`config.mk`:
```
export PLATFORM = sky130hd
export DESIGN_NAME = popcount_ternary_neuron
export DESIGN_NICKNAME = d
export VERILOG_FILES = /design/src/rtl/ternary_pkg.sv /design/src/rtl/ternary_threshold.sv /design/src/rtl/popcount_ternary_neuron.sv
export SDC_FILE = /design/constraint.sdc
export NUM_CORES = 1
export LEC_CHECK = 0
export ABC_CLOCK_PERIOD_IN_PS = 4450
export CAP_MARGIN = 10
export CORE_UTILIZATION = 40
export CTS_BUF_LIST = sky130_fd_sc_hd__clkbuf_8
export DETAILED_ROUTE_END_ITERATION = 8
export PLACE_DENSITY_LB_ADDON = 0.15
export SYNTH_ARGS = -nofsm -noshare
export SYNTH_HDL_FRONTEND = slang
export SYNTH_SLANG_ARGS = --single-unit
```
`constraint.sdc`:
```
create_clock -name clk -period 4.45 [get_ports clk]
set_clock_uncertainty 0.2 [all_clocks]
set_input_delay 0.6675 -clock clk [delete_from_list [all_inputs] [get_ports clk]]
set_output_delay 0.6675 -clock clk [all_outputs]
set_load 0.01 [all_outputs]
```
`src/rtl/ternary_pkg.sv`:
```
// Shared definitions for the ternary popcount neuron: activation codes, FSM states
// and the accumulator width rule.
package ternary_pkg;

    localparam logic [1:0] ACT_POS  = 2'b01;
    localparam logic [1:0] ACT_NEG  = 2'b11;
    localparam logic [1:0] ACT_ZERO = 2'b00;

    typedef enum logic {ACC, HOLD} state_e;

    // Enough bits for +/-(2^pcw-1)*nchunk plus a sign bit.
    function automatic int unsigned acc_width(int unsigned pcw, int unsigned nchunk);
        return $clog2(((2 ** pcw) - 1) * nchunk + 1) + 1;
    endfunction

endpackage

```
`src/rtl/ternary_threshold.sv`:
```
// Combinational ternary threshold: +1 above thr_hi, -1 below thr_lo, else 0.
module ternary_threshold
    import ternary_pkg::*;
#(
    parameter int unsigned ACCW = 8
) (
    input  logic signed [ACCW-1:0] sum,
    input  logic signed [ACCW-1:0] thr_hi,
    input  logic signed [ACCW-1:0] thr_lo,
    output logic        [1:0]      act
);

    // +1 is tested first so it wins when the thresholds are inverted.
    always_comb begin
        act = ACT_ZERO;
        if (sum > thr_hi) begin
            act = ACT_POS;
        end else if (sum < thr_lo) begin
            act = ACT_NEG;
        end
    end

endmodule

```
`src/rtl/popcount_ternary_neuron.sv`:
```
// Serial ternary neuron: accumulates pos-neg popcount differences over NCHUNK beats,
// thresholds the total and holds the activation under a valid/ready handshake.
module popcount_ternary_neuron
    import ternary_pkg::*;
#(
    parameter int unsigned NCHUNK = 4,
    parameter int unsigned PCW    = 5,
    parameter int unsigned ACCW   = acc_width(PCW, NCHUNK)
) (
    input  logic                   clk,
    input  logic                   rst,
    input  logic                   in_valid,
    output logic                   in_ready,
    input  logic        [PCW-1:0]  pos_cnt,
    input  logic        [PCW-1:0]  neg_cnt,
    input  logic signed [ACCW-1:0] thr_hi,
    input  logic signed [ACCW-1:0] thr_lo,
    output logic                   out_valid,
    input  logic                   out_ready,
    output logic        [1:0]      out_act,
    output logic signed [ACCW-1:0] out_sum
);

    localparam int unsigned    CNTW = (NCHUNK > 1) ? $clog2(NCHUNK) : 1;
    localparam logic [CNTW-1:0] LAST = CNTW'(NCHUNK - 1);

    state_e                 state;
    logic        [CNTW-1:0] cnt;
    logic signed [ACCW-1:0] acc;
    logic signed [ACCW-1:0] d;
    logic signed [ACCW-1:0] sum_next;
    logic        [1:0]      act_next;
    logic                   accept;

    // Zero-extend both counts before subtracting; the result is a signed difference.
    assign d        = ACCW'(pos_cnt) - ACCW'(neg_cnt);
    assign sum_next = acc + d;
    assign accept   = in_valid && (state == ACC);

    assign in_ready  = (state == ACC);
    assign out_valid = (state == HOLD);

    ternary_threshold #(
        .ACCW (ACCW)
    ) u_threshold (
        .sum    (sum_next),
        .thr_hi (thr_hi),
        .thr_lo (thr_lo),
        .act    (act_next)
    );

    always_ff @(posedge clk) begin
        if (rst) begin
            state   <= ACC;
            cnt     <= '0;
            acc     <= '0;
            out_act <= ACT_ZERO;
            out_sum <= '0;
        end else begin
            case (state)
                ACC: begin
                    if (accept) begin
                        if (cnt == LAST) begin
                            out_act <= act_next;
                            out_sum <= sum_next;
                            acc     <= '0;
                            cnt     <= '0;
                            state   <= HOLD;
                        end else begin
                            acc <= sum_next;
                            cnt <= cnt + CNTW'(1);
                        end
                    end
                end
                HOLD: begin
                    if (out_ready) begin
                        state <= ACC;
                    end
                end
                default: state <= ACC;
            endcase
        end
    end

endmodule

```
Yosys cells after proc, flatten, opt, wreduce, memory -nomap -nowiden
Cells that the tools add are included.
{"block": "classes", "add_sub_neg": 3, "magnitude_cmp": 2, "n_eq_ne": 1, "n_mux": 8, "n_bitwise": 1, "n_reduce_logical": 3}
{"operator": "$add 8x6->8", "count": 1}
{"operator": "$gt 8x8->1", "count": 1}
{"operator": "$lt 8x8->1", "count": 1}
{"operator": "$mux 8", "count": 1}
{"operator": "$mux 2", "count": 3}
{"operator": "$sub 5x5->6", "count": 1}
{"operator": "$mux 1", "count": 3}
{"operator": "$reduce_and 3->1", "count": 1}
{"operator": "$add 2x1->2 const B", "count": 1}
{"operator": "$eq 2x2->1 const B", "count": 1}
{"operator": "$pmux 1 s2", "count": 1}
{"operator": "$reduce_and 2->1", "count": 1}
{"operator": "$logic_and 1x1->1", "count": 1}
{"operator": "$not 1->1", "count": 1}
{"block": "totals", "reg_bits": 21, "in_bits": 30, "word_cells": 23}

Depth between registers and ports, before layout
{"block": "logic_depth", "ltp_word": 5, "ltp_mapped": 18}

Modules after synthesis
A second synthesis with hierarchy kept.
{"block": "unflattened", "hier_cells": 217, "hier_area_um2": 1719.1}
{"module": "popcount_ternary_neuron", "instances": 1, "cells_each": 160, "area_each_um2": 1305.0, "seq_area_each_um2": 420.4}
{"module": "ternary_threshold", "instances": 1, "cells_each": 57, "area_each_um2": 414.1, "seq_area_each_um2": 0.0}

Least setup slack after synthesis
OpenSTA, ideal clock, no wires.
{"block": "synth_timing", "kind": "in2reg", "startpoint": "input port neg_cnt[1]", "endpoint": "register out_act[1]", "setup_time_ps": 96, "arrival_ps": 3676, "t_required_ps": 4154, "setup_slack_ps": 479, "cell_stages": 16, "path_buffers": 0, "path_cell_list": "inv_1 -> ha_1 -> nor2b_1 -> o31ai_1 -> a21boi_0 -> ha_1 -> o21ai_1 -> o21bai_1 -> a21oi_1 -> xnor2_1 -> ha_1 -> a21o_1 -> a211oi_1 -> o211a_1 -> a211oi_1 -> o41ai_2"}
{"block": "synth_between", "elab_chain_len": 5, "word_cells_on_any_way": 6}
{"element": "start: declaration", "line_no": "popcount_ternary_neuron.sv:15", "text": "input logic [PCW-1:0] neg_cnt,"}
{"element": "$sub 5x5->6 *", "line_no": "popcount_ternary_neuron.sv:36", "text": "assign d = ACCW'(pos_cnt) - ACCW'(neg_cnt);"}
{"element": "$add 8x6->8 *", "line_no": "popcount_ternary_neuron.sv:37", "text": "assign sum_next = acc + d;"}
{"element": "net sum_next[5]", "line_no": "popcount_ternary_neuron.sv:31", "text": "logic signed [ACCW-1:0] sum_next;"}
{"element": "$lt 8x8->1", "line_no": "ternary_threshold.sv:18", "text": "end else if (sum < thr_lo) begin"}
{"element": "$mux 2", "line_no": "ternary_threshold.sv:18"}
{"element": "$mux 2 *", "line_no": "ternary_threshold.sv:16", "text": "if (sum > thr_hi) begin"}
{"element": "end signal: assignment", "line_no": "popcount_ternary_neuron.sv:64", "text": "out_act <= act_next;"}
{"element": "end: declaration", "line_no": "popcount_ternary_neuron.sv:20", "text": "output logic [1:0] out_act,"}
The timed path passes the listed nets; every way through them passes the cells marked *.
A chain may end at the register's enable or synchronous reset.

Worst setup path after layout
{"block": "layout_timing", "startpoint": "input port pos_cnt[0]", "endpoint": "register out_act[0]"}
{"block": "layout_between", "elab_chain_len": 5, "word_cells_on_any_way": 6}
{"element": "start: declaration", "line_no": "popcount_ternary_neuron.sv:14", "text": "input logic [PCW-1:0] pos_cnt,"}
{"element": "$sub 5x5->6 *", "line_no": "popcount_ternary_neuron.sv:36"}
{"element": "$add 8x6->8 *", "line_no": "popcount_ternary_neuron.sv:37"}
{"element": "net sum_next[6]", "line_no": "popcount_ternary_neuron.sv:31"}
{"element": "$lt 8x8->1", "line_no": "ternary_threshold.sv:18"}
{"element": "$mux 2", "line_no": "ternary_threshold.sv:18"}
{"element": "$mux 2 *", "line_no": "ternary_threshold.sv:16"}
Marked as above.

==> flow_summary.json <==
{
  "n_antenna_cell": 0,
  "rr_worst_depth": 13,
  "synth.area.top_cells": "dfxtp_1 25%, ha_1 21%, a21oi_1 6.9%",
  "end_kind": "flop",
  "syn2layout_area_growth_pct": 43.3,
  "setup_viol": 0,
  "synth_top_area_share_pct": 25.1,
  "syn_nets": 267,
  "syn_area_mm2": 0.00168,
  "path_cells": "clkdlybuf4s50_1, inv_1, ha_1, inv_1, fa_2, buf_4, fa_2, a211oi_2, o21bai_1, a21oi_1, xnor2_1, buf_4, ha_1, a211oi_2, o211a_1, a211oi_2, o22ai_1, a21oi_1",
  "overflow": 0,
  "clk_pin_slew_ps": 80,
  "crit_path_start_kind": "input port",
  "drc": 0,
  "wirelength_um": 3830,
  "worstPathArrival_ps": 4150,
  "synthSimpleGateAreaFrac_pct": 18.2,
  "ir_worst_vdd_mv": 0.220,
  "drv_cap": 0,
  "synth_compound_area_share_pct": 22.5,
  "drtIter0Drc": 61,
  "synthAdderAreaFrac_pct": 23.3,
  "num_vias": 1595,
  "timing.hold.ws_ps": 263,
  "hold_buffers": 0,
  "tritoncts": "built",
  "core-area_mm2": 0.00400,
  "seq_area_um2": 420,
  "crit_top_cell": "a211oi_2",
  "grt_max_degree": 23,
  "avgViaCountPerCell": 4.95,
  "final_hold_viol_count": 0,
  "finalCritPeriodShare_pct": 95.5,
  "die_w_um": 66.7,
  "p_total_mw": 0.923,
  "leakage_nw": 1.11,
  "drive_above_1_share_pct": 15.8,
  "yosysWarningCount": 0,
  "cts.sinks": 21,
  "synth_area_per_cell_um2": 8.10,
  "yosysTopAreaCell": "dfxtp_1",
  "worst_pin_slew_ps": 788,
  "dpl.hpwl_um": 3110,
  "finalNetCount": 333,
  "io_buffers": 41,
  "synth-seq-cells": 21,
  "critical_path.max_stage_delay_ps": 450,
  "clockBufferDepth": 2,
  "syn_inst": 207,
  "slowest_stage": "clkdlybuf4s50_1",
  "whs_path_depth": 2,
  "drv_slew": 0,
  "yosys-top-cells-count": "28 x ha_1, 24 x inv_1, 23 x a21oi_1, 21 x dfxtp_1, 21 x nand2_1",
  "place_area_mm2": 0.00230,
  "final_core_util_pct": 60.1,
  "synth-seq-area-share_pct": 25.1,
  "synth-xor-area-share_pct": 4.63,
  "synth_top_family_by_area": "adder cells",
  "multi_input_area_mm2": 0.00119,
  "crit_path_max_fanout": 4,
  "grt_pass1_vias": 1518,
  "antenna_found_initial": 0,
  "muxShareOfSynthArea_pct": 0,
  "synth_edf_count": 0,
  "synthFlopType": "dfxtp_1",
  "yosysMostFrequentCell": "ha_1",
  "relSlewSlack_pct": 47.3,
  "fin_area_mm2": 0.00240,
  "status": "completed",
  "gp_congestion": 0.861,
  "pin_count": 42,
  "cts_max_level": 1,
  "grtUsageTotal_pct": 18.5,
  "hp-class": "flop to flop",
  "dr.pass1.iters": 4,
  "worst_ep_required_time_ps": 4350,
  "synth_cell_types": 41,
  "max_freq_mhz": 235,
  "start_util_pct": 41.9,
  "cts_buffers": 3,
  "avgRoutedWirePerCell_um": 11.9,
  "die_y_um": 66.7,
  "row_count": 23,
  "dieArea_mm2": 0.00445,
  "async_reset_ff_share_pct": 0,
  "critPathKind": "input port to flop",
  "setup_tns_ps": 0,
  "grt_pass1_wl_um": 6310,
  "p_per_area_mw_per_mm2": 384,
  "cts.root.buffer_cell": "clkbuf_8",
  "ant_nets": 0,
  "nFillCells": 369,
  "period_minus_slack_ps": 4250,
  "clkLatencyLatePin_ps": 250
}
==> cell type report <==
class                           count  share of cell area, %
Multi-Input combinational cell    158                   49.7
Timing Repair Buffer               65                   24.6
Sequential cell                    21                   17.5
Inverter                           24                   3.75
Tap cell                           50                   2.60
Clock buffer                        3                   1.72
Clock inverter                      1                  0.156
==> report_power, final <==
group / internal, mW / switching [mW]
Sequential: 0.205 / 0.0137
Clock: 0.0613 / 0.0588
Combinational: 0.308 / 0.276
Total: 0.574 / 0.348
==> path summary, 6_finish.rpt <==
check,start,to,slack (ps)
setup / recovery,pos_cnt[0],out_act[0],200
hold reg to reg,cnt[1],cnt[1],260
setup reg to reg,acc[0],out_act[0],1420
hold / removal,cnt[1],cnt[1],260
==> stage by stage <==
step,std cells,worst slack (ps)
3_3_place_gp,316,-142
2_1_floorplan,207,479
3_5_place_dp,316,-238
5_1_grt,322,-16.3
6_report,322,199
4_1_cts,320,24.1
==> layer usage <==
| layer | vias up | wire, µm | global-route usage (%) | part of all wire, % |
|---|---|---|---|---|
| met5 | - | 0 | 0 | 0 |
| met4 | 0 | 19 | 3.99 | 0.50 |
| met3 | 2 | 146 | 1.54 | 3.8 |
| met2 | 29 | 1810 | 33.2 | 47 |
| met1 | 707 | 1860 | 23.8 | 49 |
| li1 | 857 | - | - | - |
==> layout by cell type (no fill, tap or decap), types with 3 or more instances in the layout <==
cell type        count
nor2b_1              3
nand2b_1             3
a211oi_2             5
inv_1               25
dfxtp_1             21
a21oi_1             20
a21o_1               5
a22oi_1              5
nand2_1             21
nor2_1              19
buf_4               24
o21ai_1              3
nand3b_1             3
clkdlybuf4s50_1     41
xnor2_1              4
a21oi_2              3
o21ai_0              4
ha_1                28
clkbuf_8             3
nor3_1               3
==> cell families after synthesis <==
logic type / Yosys count
fa+ha+maj: 30
simple gates: 63
xor+xnor: 8
flops: 21
compound gates: 57
buf+inv: 28
==> registers in the layout, summed over array words and instances, names as in the netlist <==
| name | count |
|---|---|
| acc | 8 |
| cnt | 2 |
| out_act | 2 |
| out_sum | 8 |
| out_valid | 1 |
==> repair_timing <==
action / CTS / global route
endpoints found under the setup margin: 2 / 2
buffers inserted: 0 / 2
gates resized for setup: 1 / 10
pin swaps: 0 / 10
==> critical path, delay by kind of cell <==
kind	cells	cell delay [ps]
adders and majority gates	4	1270
AOI/OAI and AO/OA	8	1200
buffers and inverters	5	870
xor gates and xnor gates	1	130
(Power assumes the default switching activity.)
